### src/rtl/user_project_io_bridge.sv
// User/fabric pin bridge: UIN synchroniser, FIN register, isolation FSM.
// Optional macro USER_IO_LOOPBACK_EN adds a FIN->FOUT loopback mode.
module user_project_io_bridge #(
    parameter int NUM_CH         = 20,
    parameter int SYNC_STAGES    = 2,
    parameter int QUIESCE_CYCLES = 4,
    parameter logic [NUM_CH-1:0] UOUT_ISO_VAL = {NUM_CH{1'b0}},
    parameter logic [NUM_CH-1:0] FOUT_ISO_VAL = {NUM_CH{1'b0}}
) (
    input  logic              UserCLK,
    input  logic              rst,
`ifdef USER_IO_LOOPBACK_EN
    input  logic              loopback,
`endif
    input  logic [NUM_CH-1:0] UIN,
    output logic [NUM_CH-1:0] UOUT,
    input  logic [NUM_CH-1:0] FIN,
    output logic [NUM_CH-1:0] FOUT,
    input  logic              iso_req,
    output logic              iso_ack,
    output logic              busy
);

    typedef enum logic [1:0] {
        RUN,
        QUIESCE,
        ISOLATED,
        WARMUP
    } state_e;

    localparam logic [7:0] QC_LOAD = 8'(QUIESCE_CYCLES - 1);
    localparam logic [7:0] SS_RST  = 8'(SYNC_STAGES);
    localparam logic [7:0] SS_LOAD = 8'(SYNC_STAGES - 1);
    localparam int         SLAST   = SYNC_STAGES - 2;

    // fout_q acts as the final synchroniser stage when live
    logic [NUM_CH-1:0] sync_q [SYNC_STAGES-1];

    state_e            state_q, state_d;
    logic [7:0]        cnt_q, cnt_d;
    logic [NUM_CH-1:0] uout_q, uout_d;
    logic [NUM_CH-1:0] fout_q, fout_d;
    logic              ack_q, ack_d;
    logic              busy_q, busy_d;
    logic [NUM_CH-1:0] live_f, live_u;

    always_comb begin
        state_d = state_q;
        cnt_d   = cnt_q;
        unique case (state_q)
            RUN: begin
                if (iso_req) begin
                    state_d = QUIESCE;
                    cnt_d   = QC_LOAD;
                end
            end
            QUIESCE: begin
                if (cnt_q == 8'd0) state_d = ISOLATED;
                else cnt_d = cnt_q - 8'd1;
            end
            ISOLATED: begin
                if (!iso_req) begin
                    state_d = WARMUP;
                    cnt_d   = SS_LOAD;
                end
            end
            WARMUP: begin
                if (iso_req) state_d = ISOLATED;
                else if (cnt_q == 8'd0) state_d = RUN;
                else cnt_d = cnt_q - 8'd1;
            end
            default: begin
                state_d = WARMUP;
                cnt_d   = SS_LOAD;
            end
        endcase
    end

    always_comb begin
        live_f = sync_q[SLAST];
        live_u = FIN;
`ifdef USER_IO_LOOPBACK_EN
        if (loopback) begin
            live_f = FIN;
            live_u = UOUT_ISO_VAL;
        end
`endif
    end

    // Outputs decode from the next state so every pin is a plain flop
    always_comb begin
        uout_d = UOUT_ISO_VAL;
        fout_d = FOUT_ISO_VAL;
        unique case (state_d)
            RUN: begin
                uout_d = live_u;
                fout_d = live_f;
            end
            QUIESCE: begin
                uout_d = uout_q;
                fout_d = fout_q;
            end
            default: begin
                uout_d = UOUT_ISO_VAL;
                fout_d = FOUT_ISO_VAL;
            end
        endcase
        ack_d  = (state_d == ISOLATED);
        busy_d = (state_d == QUIESCE) || (state_d == WARMUP);
    end

    always_ff @(posedge UserCLK) begin
        if (rst) begin
            for (int i = 0; i < SYNC_STAGES - 1; i++) sync_q[i] <= '0;
            state_q <= WARMUP;
            cnt_q   <= SS_RST;
            uout_q  <= UOUT_ISO_VAL;
            fout_q  <= FOUT_ISO_VAL;
            ack_q   <= 1'b0;
            busy_q  <= 1'b1;
        end else begin
            sync_q[0] <= UIN;
            for (int i = 1; i < SYNC_STAGES - 1; i++) sync_q[i] <= sync_q[i-1];
            state_q <= state_d;
            cnt_q   <= cnt_d;
            uout_q  <= uout_d;
            fout_q  <= fout_d;
            ack_q   <= ack_d;
            busy_q  <= busy_d;
        end
    end

    assign UOUT    = uout_q;
    assign FOUT    = fout_q;
    assign iso_ack = ack_q;
    assign busy    = busy_q;

endmodule

### config.mk
export PLATFORM = sky130hd
export DESIGN_NAME = user_project_io_bridge
export DESIGN_NICKNAME = d
export VERILOG_FILES = /design/src/rtl/user_project_io_bridge.sv
export SDC_FILE = /design/constraint.sdc
export NUM_CORES = 1
export LEC_CHECK = 0
export BUFFER_PORTS_ARGS = -buffer_cell sky130_fd_sc_hd__buf_2
export CORE_MARGIN = 2
export CORE_UTILIZATION = 25
export CTS_CLUSTER_SIZE = 8
export DETAILED_ROUTE_END_ITERATION = 10
export GPL_TIMING_DRIVEN = 0
export PLACE_DENSITY = 0.43
export SYNTH_ARGS = -nofsm -noshare
export SYNTH_HDL_FRONTEND = slang
export SYNTH_SLANG_ARGS = --single-unit
### constraint.sdc
create_clock -name UserCLK -period 2.1 [get_ports UserCLK]
set_input_delay 0.21 -clock UserCLK [delete_from_list [all_inputs] [get_ports UserCLK]]
set_output_delay 0.21 -clock UserCLK [all_outputs]
set_load 0.01 [all_outputs]
Word-level counts from Yosys, hierarchy flattened
Memories as Yosys holds them, arrays and structs flattened. Index checks and enable logic that the tools add are counted.

Memories kept: 1. Output and inout port bits: 42. Bits of input ports: 43. Memory bits (writable): 20. Bits in registers: 52.

Memory list: sync_q (words 1, width 20, read ports 1, clocked after Yosys merged registers in 0, write ports 1, RTL line 37) `logic [NUM_CH-1:0] sync_q [SYNC_STAGES-1];`.

Muxes and demuxes: 18. Eq/ne operators: 9. Reduce and logical (&&, ||, !) cells: 6. $add $sub $neg: 1.

Operators with widths (number): $pmux W20 S2 (2); $mux W8 (4); $pmux W8 S4 (1); $mux W20 (1); $reduce_or A20 Y1 (1); $mux W2 (5); $eq A2 B2 Y1 const B (4); $logic_not A8 Y1 (1); $pmux W2 S4 (1); $sub A8 B1 Y8 const B (1); $ne A2 B2 Y1 const B (3); $eq A2 B1 Y1 const B (2); $logic_not A2 Y1 (2); $mux W1 (4); $reduce_and A3 Y1 (1); $logic_or A1 B1 Y1 (1).

Longest topological paths before layout
Gate-level depths: netlist of run 1.

Word-level depth: 6. Gate-level depth with buffers: 7.

Least setup slack after synthesis of run 1
No wires, ideal clock.

Kind: reg-to-reg. Start point: register cnt_q[0]. End point: register fout_q[0] (netlist: FOUT[0]). Arrival: 1.747 ns. Setup slack: 0.293 ns. Period minus slack after synthesis: 1.807 ns. Data required time: 2.040 ns. Setup time: 0.060 ns. Stages on the path, launching flop included: 8. Path through: dfxtp_1 -> inv_1 -> ha_1 -> and4bb_1 -> a21oi_1 -> nor3b_1 -> clkbuf_1 -> a22o_1.

Cells in the longest elaborated chain, start to end: 6. Elaborated cells between the ends (all ways): 8. Those cells by class: 1 x eq/ne; 5 x mux; 2 x reduce/logical.

RTL lines: start, declared (RTL line 40) `logic [7:0] cnt_q, cnt_d;`; start signal, assigned (RTL line 125) `cnt_q <= cnt_d;`; $logic_not A8 Y1 * (RTL line 58, 69); $mux W2 (RTL line 69) `else if (cnt_q == 8'd0) state_d = RUN;`; $mux W2 (RTL line 68) `if (iso_req) state_d = ISOLATED;`; $pmux W2 S4 * (RTL line 50) `unique case (state_q)`; $eq A2 B1 Y1 or $logic_not A2 Y1 (tied branches) (RTL line 94) `unique case (state_d)`; $pmux W20 S2 (RTL line 94); end signal, assigned (RTL line 127) `fout_q <= fout_d;`; end, declared (RTL line 42) `logic [NUM_CH-1:0] fout_q, fout_d;`.

Mark *: on every way between the ends. The rest lies on a longest branch, timed or not. A chain may end at the register's enable or synchronous reset.

Worst setup path in the final report of run 1
Start point: register cnt_q[0]. End point: register fout_q[11] (netlist: FOUT[11]).

Same word-level chain as after synthesis.

==> metrics list, run 1 <==
* RePlAce Congestion: roughly 0.65
- Max Clock Skew: 8.877 ps
* Number of clock buffers inserted by TritonCTS: 9
- Vias per std cell: about 4.2
* Height of the chip: 101.7 um
- Post-synthesis cell area: about 0.0024 sq mm
* Average detailed-routed wire length per instance: 12.40 um
- CTS placed an instance of sky130_fd_sc_hd__clkbuf_8 at the clock tree root.
- Wire length of the first global-routing pass: 8245 um
* Setup-failing EPs final: 0
* Crit path max-delay cell type: sky130_fd_sc_hd__dfxtp_1
* Most used flip-flop cell after synthesis: sky130_fd_sc_hd__dfxtp_1
* Maximum level of the CTS H-tree: 3
- The HPWL after detailed placement is 3737 um.
- Via count of the first global-routing pass: 1723
* Maximum fanout encountered on the critical timing path: 10
- STA classifies the critical path endpoint as a flop.
- Deepest clock path buffer count: 2
* Critical Path Max Stage Delay: 380 ps
- Chip width: 101.7 um
- The number of nets in the synthesized netlist is 246.
- Number of distinct library cells after synthesis: 38
- The initialized floorplan defines 35 standard-cell rows.
- Required @ worst endpoint: approximately 2400 ps
- Seq cells post-synth: 71
* Maximum number of pins on one net before global-route repair: 13
- Number of hold violations in the final report: 0
* Flip-flop and latch area: between 0.001 and 0.0015 sq mm
- The clock period could shrink to 1916 ps.
- The area growth from synthesis to layout is 35.69%.
- Total of warnings raised by yosys: 0
- Worst slew margin relative to its limit: 66.64%
- The number of antenna violations at the first check in global routing came to 0.
- Once placement finished, the instance area stood at 0.002969 sq mm.
* Starting DRC count in detailed routing: 38
- Max IR drop VDD: 0.0003382 V
- The kind of cell with the highest combined delay along the critical path is simple AND/OR/NAND/NOR gates.
- Arrival time at the worst endpoint: 2200 ps
- Part of the Yosys area used for sequential elements: between 50% and 60%
- For this configuration, the core starts out at a cell density of 25.84%.
- Of the available clock period, the critical path in the final layout requires about 90%.
- Kind of start point of the critical path: flop
- The min-delay analysis places its worst path in the category input pin to flop.
* Insertion delay of the later-clocked pin in the worst-skew pair: 340 ps
- Post-Synthesis Cells: about 200
- Summed over all cells, the static leakage comes to 1.492 nW.
* Buffer and inverter count on the worst path: 2
* Clock tree from TritonCTS: yes
- In this run the register-to-register setup slack is 180 ps.
- The clock net in this run drives a total of 71 sinks.
* Number of ports placed on the die boundary: 85
- Clock transition at the registers of the reported paths: about 80 ps
- F_max: about 520 MHz
- After routing the design area is 0.003239 sq mm.
- Mean area per synthesized cell: around 12 sq um
- Inserted Diodes: 0
* Drt total wl: 5334 um
- Layout fillers: 952
- The number of hold buffers added after CTS was 0.
* Floorplan core area: ~0.009 sq mm
* DRC violations left: 0
* Final global-route overflow total: 0
- Fraction of synthesis flops using an asynchronous set or reset pin: 0%
* Worst-Margin Slew: roughly 500 ps
- The critical path is of the flop to flop type.
- Reported max-cap violation count: 0
* Final #Nets: ~340
* Post-synth EDFFs: 0
- The run finished with clean final reports.
- Full die area: just over 0.01 sq mm
- Cells traversed along the worst timing path: inv_1, ha_1, and4bb_1, a21oi_1, nor3b_4, clkbuf_4, a22o_1
* IO buf count: 84
- Hold timing on the final database bottoms out at a slack of ~74 ps.
* Proportion of layout cells with a drive suffix above 1: 39.53%
- Summing all multi-input logic gate instances after layout gives 882.1 sq um.
- The number of max-slew violations in the final report was 0.
- Total iterations of the first detailed-routing run: 4
* Antenna violation net count after detailed routing: 0
- Total routing usage reported by global routing: 10.53%
- Power spread over the standard cell area amounts to 964.9 mW/mm^2.
- Detailed routing inserted a total of 1824 vias.
* Setup repair after global routing missed its margin: yes
[per-layer routing]
layer	global-route usage [%]	share of wire, %	vias up
met4	4.990	1.7	0
met1	12.80	45	833
met5	0	0	-
met2	16.14	46	59
li1	-	-	923
met3	4.348	7.3	9
[where the power goes]
group	internal, mW	total, mW	switching (mW)
combinational	0.172	0.344	0.172
sequential	1.41	1.45	0.0390
clock	0.825	1.33	0.508
total	2.41	3.13	0.719
[registers in the layout, summed over array words and instances, names as in the netlist]
signal	flops
UOUT	20
state_q	2
sync_q	20
iso_ack	1
FOUT	20
cnt_q	8
[worst paths after layout]
path              cells after the start             to         start
setup / recovery                      7       FOUT[11]      cnt_q[0]
setup reg to reg                      7       FOUT[11]      cnt_q[0]
hold reg to reg                       1        FOUT[4]  sync_q[0][4]
hold / removal                        2  sync_q[0][10]       UIN[10]
[what timing repair did]
action                                  4_1_cts  5_1_grt
endpoints found under the setup margin       40       40
pin swaps                                     0        0
gates resized for setup                       4        9
cloned                                        0        0
buffers inserted                              0        0
[cell usage in the layout, fill, tap and decap left out, drive strengths merged, types with 2 or more instances in the layout]
| cell | instances |
|---|---|
| o211ai | 3 |
| ha | 2 |
| inv | 4 |
| xor2 | 3 |
| a22o | 40 |
| or2 | 2 |
| bufinv | 3 |
| clkbuf | 19 |
| a211o | 2 |
| nor3 | 3 |
| nor2b | 20 |
| buf | 90 |
| nand3 | 2 |
| nand2 | 4 |
| or4 | 3 |
| a21oi | 4 |
| dfxtp | 71 |
| or3 | 3 |
| nor2 | 7 |
[cell usage after synthesis, drive strengths merged, types with 2 or more instances]
library cell  count  area [sq um]
nand2             4         15.01
o211ai            3         22.52
xor2              3         26.28
dfxtp            71          1421
clkbuf            8         33.79
ha                2         25.02
a21oi             4         20.02
inv               3         11.26
or4               3         26.27
a211o             2         20.02
nand3             2         10.01
nor2b            20         125.1
a22o             40         350.3
or3               3         18.77
or2               2         12.51
nor2              7         26.28
buf               6         50.04
nor3              3         20.02
[kinds of logic after synthesis]
| logic type | Yosys count | share of synthesized area (%) |
|---|---|---|
| muxes | 1 | 0.4193 |
| and+or+nand+nor | 50 | 13.00 |
| xor gates and xnor gates | 3 | 1.101 |
| DFF | 71 | 59.54 |
| buffers and inverters | 17 | 3.983 |
| adders and majority gates | 2 | 1.048 |
| AOI/OAI and AO/OA | 57 | 20.91 |
[cell type report]
cell class | instances | share of cell area, %
inverters | 3 | 0.3476
repair buffers | 84 | 12.98
plain buffers | 14 | 3.013
clock buffers | 11 | 4.365
multi-input cells | 113 | 27.23
flip-flops and latches | 71 | 43.88
clock inverters | 5 | 3.206
well taps | 129 | 4.983
[stage by stage]
stage	utilization [%]	total power, mW	cells	worst slack, ps	setup TNS [ps]
after CTS	34.88	3.184	430	25.54	0
after global placement	32.13	1.824	414	-316.0	-10360
after detailed placement	32.13	1.825	414	-316.3	-10500
after global routing	35.06	3.278	430	-27.38	-194.8
final	35.06	3.126	430	183.7	0
after floorplan	-	1.706	201	293.1	0
Power figures use the tool's default switching activity.
==> run 2: changes to the inputs <==
- CAP_MARGIN: unset -> 20
- CORE_ASPECT_RATIO: unset -> 0.6
- HOLD_SLACK_MARGIN: unset -> 0.12
==> run 2 against run 1 <==
Compared with the run above: power up 14%; sequential power about the same; design area up 15%; sequential cell count unchanged; via count up 8.2%; critical path depth unchanged; routed wire length up 12%; clock skew down 5.3 ps; first-iteration DRC count rose to 2.8 times the previous value; utilization up 5.4 points; register-to-register slack worse by 50 ps; largest cell class unchanged.
==> metrics list, run 2 (synthesis gave the netlist of run 1 again) <==
- Post-CTS timing repair inserted 0 buffers for setup.
- For met1 alone, demand over resource in global routing was between 10% and 20%.
- The first detailed-routing pass took 4 iterations.
* Post-layout min period: 1962 ps
- Detailed placement finished with a half-perimeter wire length of just under 4000 um.
* Startpoint of the tightest hold check path: iso_req
* Maximum level of the CTS H-tree: 3
- Of all nets on the critical path, the largest fanout is 10.
* Floorplan core area: 0.009223 sq mm
* Reported max-cap violation count: 0
* F_max: between 500 and 600 MHz
- Most common library cell in the layout ignoring fill and taps: sky130_fd_sc_hd__buf_2
- DRC violations left: 0
- STA puts the critical path data required time at 2370 ps.
- Clock-pin slew was measured on the worst setup and hold paths at 60 ps.
- The root buffer cell chosen for the clock tree is sky130_fd_sc_hd__clkbuf_16.
- After floorplanning, the core was divided into 27 placement rows.
- Counting instances, the worst hold path has a depth of 3.
* Number of clock buffers inserted by TritonCTS: 9
- In the global route stage, met2 resource usage came out at 17.02%.
- Final period util: 93.43%
- Clock sinks: 71
- Hold slack: 281.8 ps
- Layout overhead on the synthesized area: 56.34%
* Chip width: 130.2 um
* Full die area: 0.01037 sq mm
- Worst slew margin relative to its limit: 66.79%
- GRT busiest layer: met2
* Final Slew Violations: 0
* IO buf count: 84
* Setup CP Type: flop to flop
- Critical R2R Launch: cnt_q[0]
- Flip-flop and latch area: around 0.0014 sq mm
- The path class of the tightest hold or removal check is input pin to flop.
* Max Clock Skew: 3.534 ps
* Antenna violation net count after detailed routing: 0
* Final global-route overflow total: 0
* Kind of start point of the critical path: flop
- Across the VDD grid, the largest voltage drop is 0.0003524 V.
* Antenna violations before repair: 0
- The number of hold violations in the final report is 0.
- Leaving out fill and tap cells, the most frequent cells in the layout are sky130_fd_sc_hd__buf_2 (87), sky130_fd_sc_hd__dfxtp_1 (71), sky130_fd_sc_hd__a22o_1 (40), sky130_fd_sc_hd__dlygate4sd3_1 (40), sky130_fd_sc_hd__nor2b_1 (20).
- Summed over all cells, the static leakage comes to 1.704 nW.
- Critical Path Sink Type: flop
- STA puts the critical path data arrival time at 2230 ps.
* Pwr dens: roughly 960 mW/mm^2
- Starting DRC count in detailed routing: 107
* Height of the chip: 79.70 um
- Area of the multi-input gates: 888.4 sq um
- The number of cells on the worst reg-to-reg path is 7.
* Maximum number of pins on one net before global-route repair: 13
- TritonCTS built the clock tree.
- Setup-failing EPs final: 0
- 0 antenna diodes ended up in the layout.
- In this run the deepest clock path goes through 2 buffers.
- Layout fillers: 901
* Drt total wl: 5984 um
- For this run, the post-layout net count is 381.
- Worst-Margin Slew: 498.2 ps
- Dividing the detail-routed via count by the number of cells gives 4.191.
- At the end of routability-driven placement, the weighted congestion stood at a little over 0.7.
* FF-to-FF setup slack: 140 ps
- Via count: between 1500 and 2000
* End of the worst register-to-register path: UOUT[17]
- Proportion of layout cells with a drive suffix above 1: between 30% and 40%
- Pre-CTS worst setup slack: -345.8 ps
* Setup repair after global routing missed its margin: yes
- Met3 demand-to-capacity share in global routing: 5.831%
- The path with the worst hold slack has its endpoint at state_q[1].
* Final worst slack: roughly 140 ps
- Outcome: finished, final reports clean
- The via count of the first global-routing pass came to approximately 1900.
* Number of ports placed on the die boundary: 85
- In the final routed layout, each cell accounts on average for ~13 um.
- For this configuration, the core starts out at a cell density of 25.89%.
- Wire length of the first global-routing pass: 9459 um
* Total routing usage reported by global routing: 12.14%
- Insertion delay of the later-clocked pin in the worst-skew pair: between 300 and 400 ps
## run 2: worst max-delay path, stage by stage, from the launching register on
cell	delay [ps]
sky130_fd_sc_hd__dfxtp_1	380
sky130_fd_sc_hd__inv_1	80
sky130_fd_sc_hd__ha_1	210
sky130_fd_sc_hd__and4bb_1	250
sky130_fd_sc_hd__a21oi_1	230
sky130_fd_sc_hd__nor3b_4	310
sky130_fd_sc_hd__buf_2	280
sky130_fd_sc_hd__a22o_1	160
## run 2: final cells by class
class / count / area share [%]
Clock buffer: 10 / 6.135
Buffer: 14 / 2.414
Timing Repair Buffer: 124 / 21.99
Sequential cell: 71 / 38.08
Inverter: 3 / 0.3017
Multi-Input combinational cell: 113 / 23.80
Tap cell: 130 / 4.358
Clock inverter: 6 / 2.917
## run 2: metal layers
layer  part of all wire (%)  up-vias
met4                   0.52        0
li1                       -     1004
met1                     52      894
met5                      0        -
met3                    8.3        4
met2                     40       72
## run 2: power by group
group	leakage (nW)	internal [mW]	switching (mW)
registers	0.580	1.41	0.0422
clock network	0.166	1.16	0.545
logic	0.958	0.221	0.189
## run 2: what timing repair did
item	in CTS	in global routing
hold buffers	40	0
endpoints found under the hold margin	40	0
cloned	0	0
resized for setup	4	6
endpoints found under the setup margin	40	40
## run 2: per-stage QoR
step / power (mW) / util (%) / area (sq um) / cells / TNS, ps
after floorplan: 1.706 / - / 2387 / 201 / 0
after global placement: 1.829 / 32.21 / 2970 / 415 / -9830
after detailed placement: 1.827 / 32.21 / 2970 / 415 / -10560
after CTS: 3.608 / 40.31 / 3717 / 471 / 0
after global routing: 3.742 / 40.47 / 3732 / 471 / -75.03
final: 3.567 / 40.47 / 3732 / 471 / 0
## run 2: worst max path at each step
stage,startpoint,end,depth (start not counted)
finish,cnt_q[0],UOUT[17],7
global route,cnt_q[0],FOUT[0],7
CTS,cnt_q[0],FOUT[13],7
detailed placement,cnt_q[0],FOUT[16],7
global placement,cnt_q[0],UOUT[3],7
floorplan,cnt_q[0],FOUT[0],7
==> run 3: changes to the inputs <==
- BUFFER_PORTS_ARGS: -buffer_cell sky130_fd_sc_hd__buf_2 -> -buffer_cell sky130_fd_sc_hd__buf_4
- CORE_ASPECT_RATIO: 0.6 -> 1.75
- CORE_UTILIZATION: 25 -> 48
- PLACE_DENSITY: 0.43 -> 0.74
==> run 3 against run 2 <==
Compared with the run above: sequential cell count unchanged; combinational power up 7.8%; critical path type unchanged; highest routed layer unchanged; clock power down 29%; design area down 0.23%; power down 13%; largest cell class unchanged.
==> metrics list, run 3 (synthesis gave the netlist of run 1 again) <==
- For this run, design rule violations remaining after detail routing come to 0.
- Leakage component of the power: between 1.5 and 2 nW
- At the worst endpoint, the arrival time is roughly 2200 ps.
* Hpwl dp: 3733 um
* Reported max-cap violation count: 0
- Summing all multi-input logic gate instances after layout gives 882.1 sq um.
- For this block, the via count after detailed routing is 2056.
* Crit path max-delay cell type: sky130_fd_sc_hd__dfxtp_1
* Max Clock Skew: 11.52 ps
* FF-to-FF setup slack: between 150 and 200 ps
- Clock transition at the registers of the reported paths: around 70 ps
- Of the cells placed in the final design, the portion with a size suffix greater than 1 is 34.90%.
- The setup path with the least slack is of type flop to flop.
- The via count of the first global-routing pass was 2099.
- Layout overhead on the synthesized area: 55.97%
- Headroom to the max-slew limit came out at 66.17%.
- The die is around 57 um wide.
- The die is 97.30 um tall.
* Tightest Hold Check Type: input pin to flop
- Most common library cell in the layout ignoring fill and taps: sky130_fd_sc_hd__buf_4
* Maximum level of the CTS H-tree: 3
- Global routing used 22.19% of the available tracks across all layers.
- 0 antenna diodes ended up in the layout.
- Across all setup checks in the final design, the least slack found is 166.6 ps.
* Setup repair after global routing missed its margin: no
* Critical Path Max Stage Delay: approximately 380 ps
- The detail route stage leaves a number of antenna-violating nets equal to 0.
* Number of hold violations in the final report: 0
- TritonCTS built the clock tree.
- The signal on the critical path passes through inv_1, ha_1, and4bb_1, a21oi_1, nor3b_4, clkbuf_2, a22o_1.
- For this design the top-level I/O count stands at 85.
- At the pin with the least slew margin, the transition time is 507.5 ps.
- The floorplan step defined a die boundary enclosing about 0.0056 sq mm.
* Initial Utilization: 48.80%
- Total iterations of the first detailed-routing run: 6
- Final period util: 92.07%
- Drt total wl: slightly below 6000 um
- Kind of start point of the critical path: flop
* Wire length of the first global-routing pass: between 9000 and 10000 um
* Pre-CTS worst setup slack: -220.7 ps
- Final Slew Violations: 0
* Final global-route overflow total: 0
- Cell Area, Placed: just over 0.003 sq mm
* Average detailed-routed wire length per instance: 15.05 um
* Summed area of non-filler cells in the final layout: roughly 0.0037 sq mm
- Post-layout min period: between 1500 and 2000 ps
- Site Rows: 34
- Flip-flop and latch area: roughly 0.0014 sq mm
- The clock drives a little over 70 sinks.
- IO buf count: 84
- F_max: about 520 MHz
* Number of clock buffers inserted by TritonCTS: 9
- Using the TritonRoute via totals, the vias-per-cell ratio works out to 5.205.
- Leading cell types in the layout, fill and taps excluded: sky130_fd_sc_hd__buf_4 (87), sky130_fd_sc_hd__dfxtp_1 (71), sky130_fd_sc_hd__a22o_1 (40), sky130_fd_sc_hd__dlygate4sd3_1 (40), sky130_fd_sc_hd__nor2b_1 (20)
- Floorplan core area: 0.004892 sq mm
- In this run the deepest clock path goes through 2 buffers.
- Outcome: finished, final reports clean
- Across the VDD grid, the largest voltage drop is about 0.00069 V.
* Final total negative setup slack: 0 ps
* Required @ worst endpoint: 2370 ps
- Of all nets on the critical path, the largest fanout is 10.
* RePlAce Congestion: approximately 0.84
- Fill cells in the final layout number 325.
- Setup-failing EPs final: 0
- The detailed router finished its first iteration with 68 violations.
* Maximum number of pins on one net before global-route repair: 13
- Root buffer cell: sky130_fd_sc_hd__clkbuf_8
- The worst setup path is captured at a flop.
* Pwr dens: slightly above 800 mW/mm^2
- Antenna violations before repair: 0
* Insertion delay of the later-clocked pin in the worst-skew pair: between 300 and 400 ps
- At the end of the flow, the number of nets in the layout was 381.
-- run 3: path summary, 6_finish.rpt --
check	start	endpoint	cells past startpoint
hold reg to reg	sync_q[0][0]	FOUT[0]	1
setup / recovery	cnt_q[0]	UOUT[11]	7
hold / removal	iso_req	state_q[1]	3
setup reg to reg	cnt_q[0]	UOUT[11]	7
-- run 3: area by class of cell --
class,instances,area share [%]
inverters,3,0.3024
multi-input cells,113,23.69
flip-flops and latches,71,38.17
clock inverters,5,2.184
repair buffers,124,27.69
well taps,54,1.815
clock buffers,11,3.797
plain buffers,14,2.352
-- run 3: stage by stage --
| step | cells | utilization, % | total power, mW | hold WS (ps) |
|---|---|---|---|---|
| 5_1_grt | 395 | 76.11 | 3.224 | 220.1 |
| 6_report | 395 | 76.11 | 3.093 | 197.9 |
| 3_5_place_dp | 339 | 63.07 | 1.856 | 425.9 |
| 4_1_cts | 395 | 75.98 | 3.110 | 194.1 |
| 2_1_floorplan | 201 | - | 1.706 | 338.2 |
| 3_3_place_gp | 339 | 63.07 | 1.844 | 418.7 |
-- run 3: metal layers --
| layer | global-route usage [%] | share of wire, % | up-vias | wire length [um] |
|---|---|---|---|---|
| met2 | 39.52 | 56 | 63 | 3347 |
| li1 | - | - | 997 | - |
| met3 | 6.125 | 4.3 | 15 | 254 |
| met1 | 23.08 | 37 | 981 | 2204 |
| met4 | 10.73 | 2.3 | 0 | 139 |
| met5 | 0 | 0 | - | 0 |
-- run 3: report_power, final --
part | internal, mW | switching [mW]
sequential | 1.41 | 0.0429
clock | 0.702 | 0.496
combinational | 0.252 | 0.190
-- run 3: timing repair --
item	in CTS	in global routing
pin swaps	0	0
setup buffers	0	0
hold buffers	40	0
setup endpoints to repair	40	32
hold endpoints to repair	40	0
resized for setup	4	2
-- run 3: critical path: cells and delay by family, from the launching register on --
family	cells	cell delay, ps
adder cells (fa/ha/maj)	1	200
AO/OA/AOI/OAI	2	380
AND/OR/NAND/NOR	2	550
buffers and inverters	2	360
flip-flops	1	380
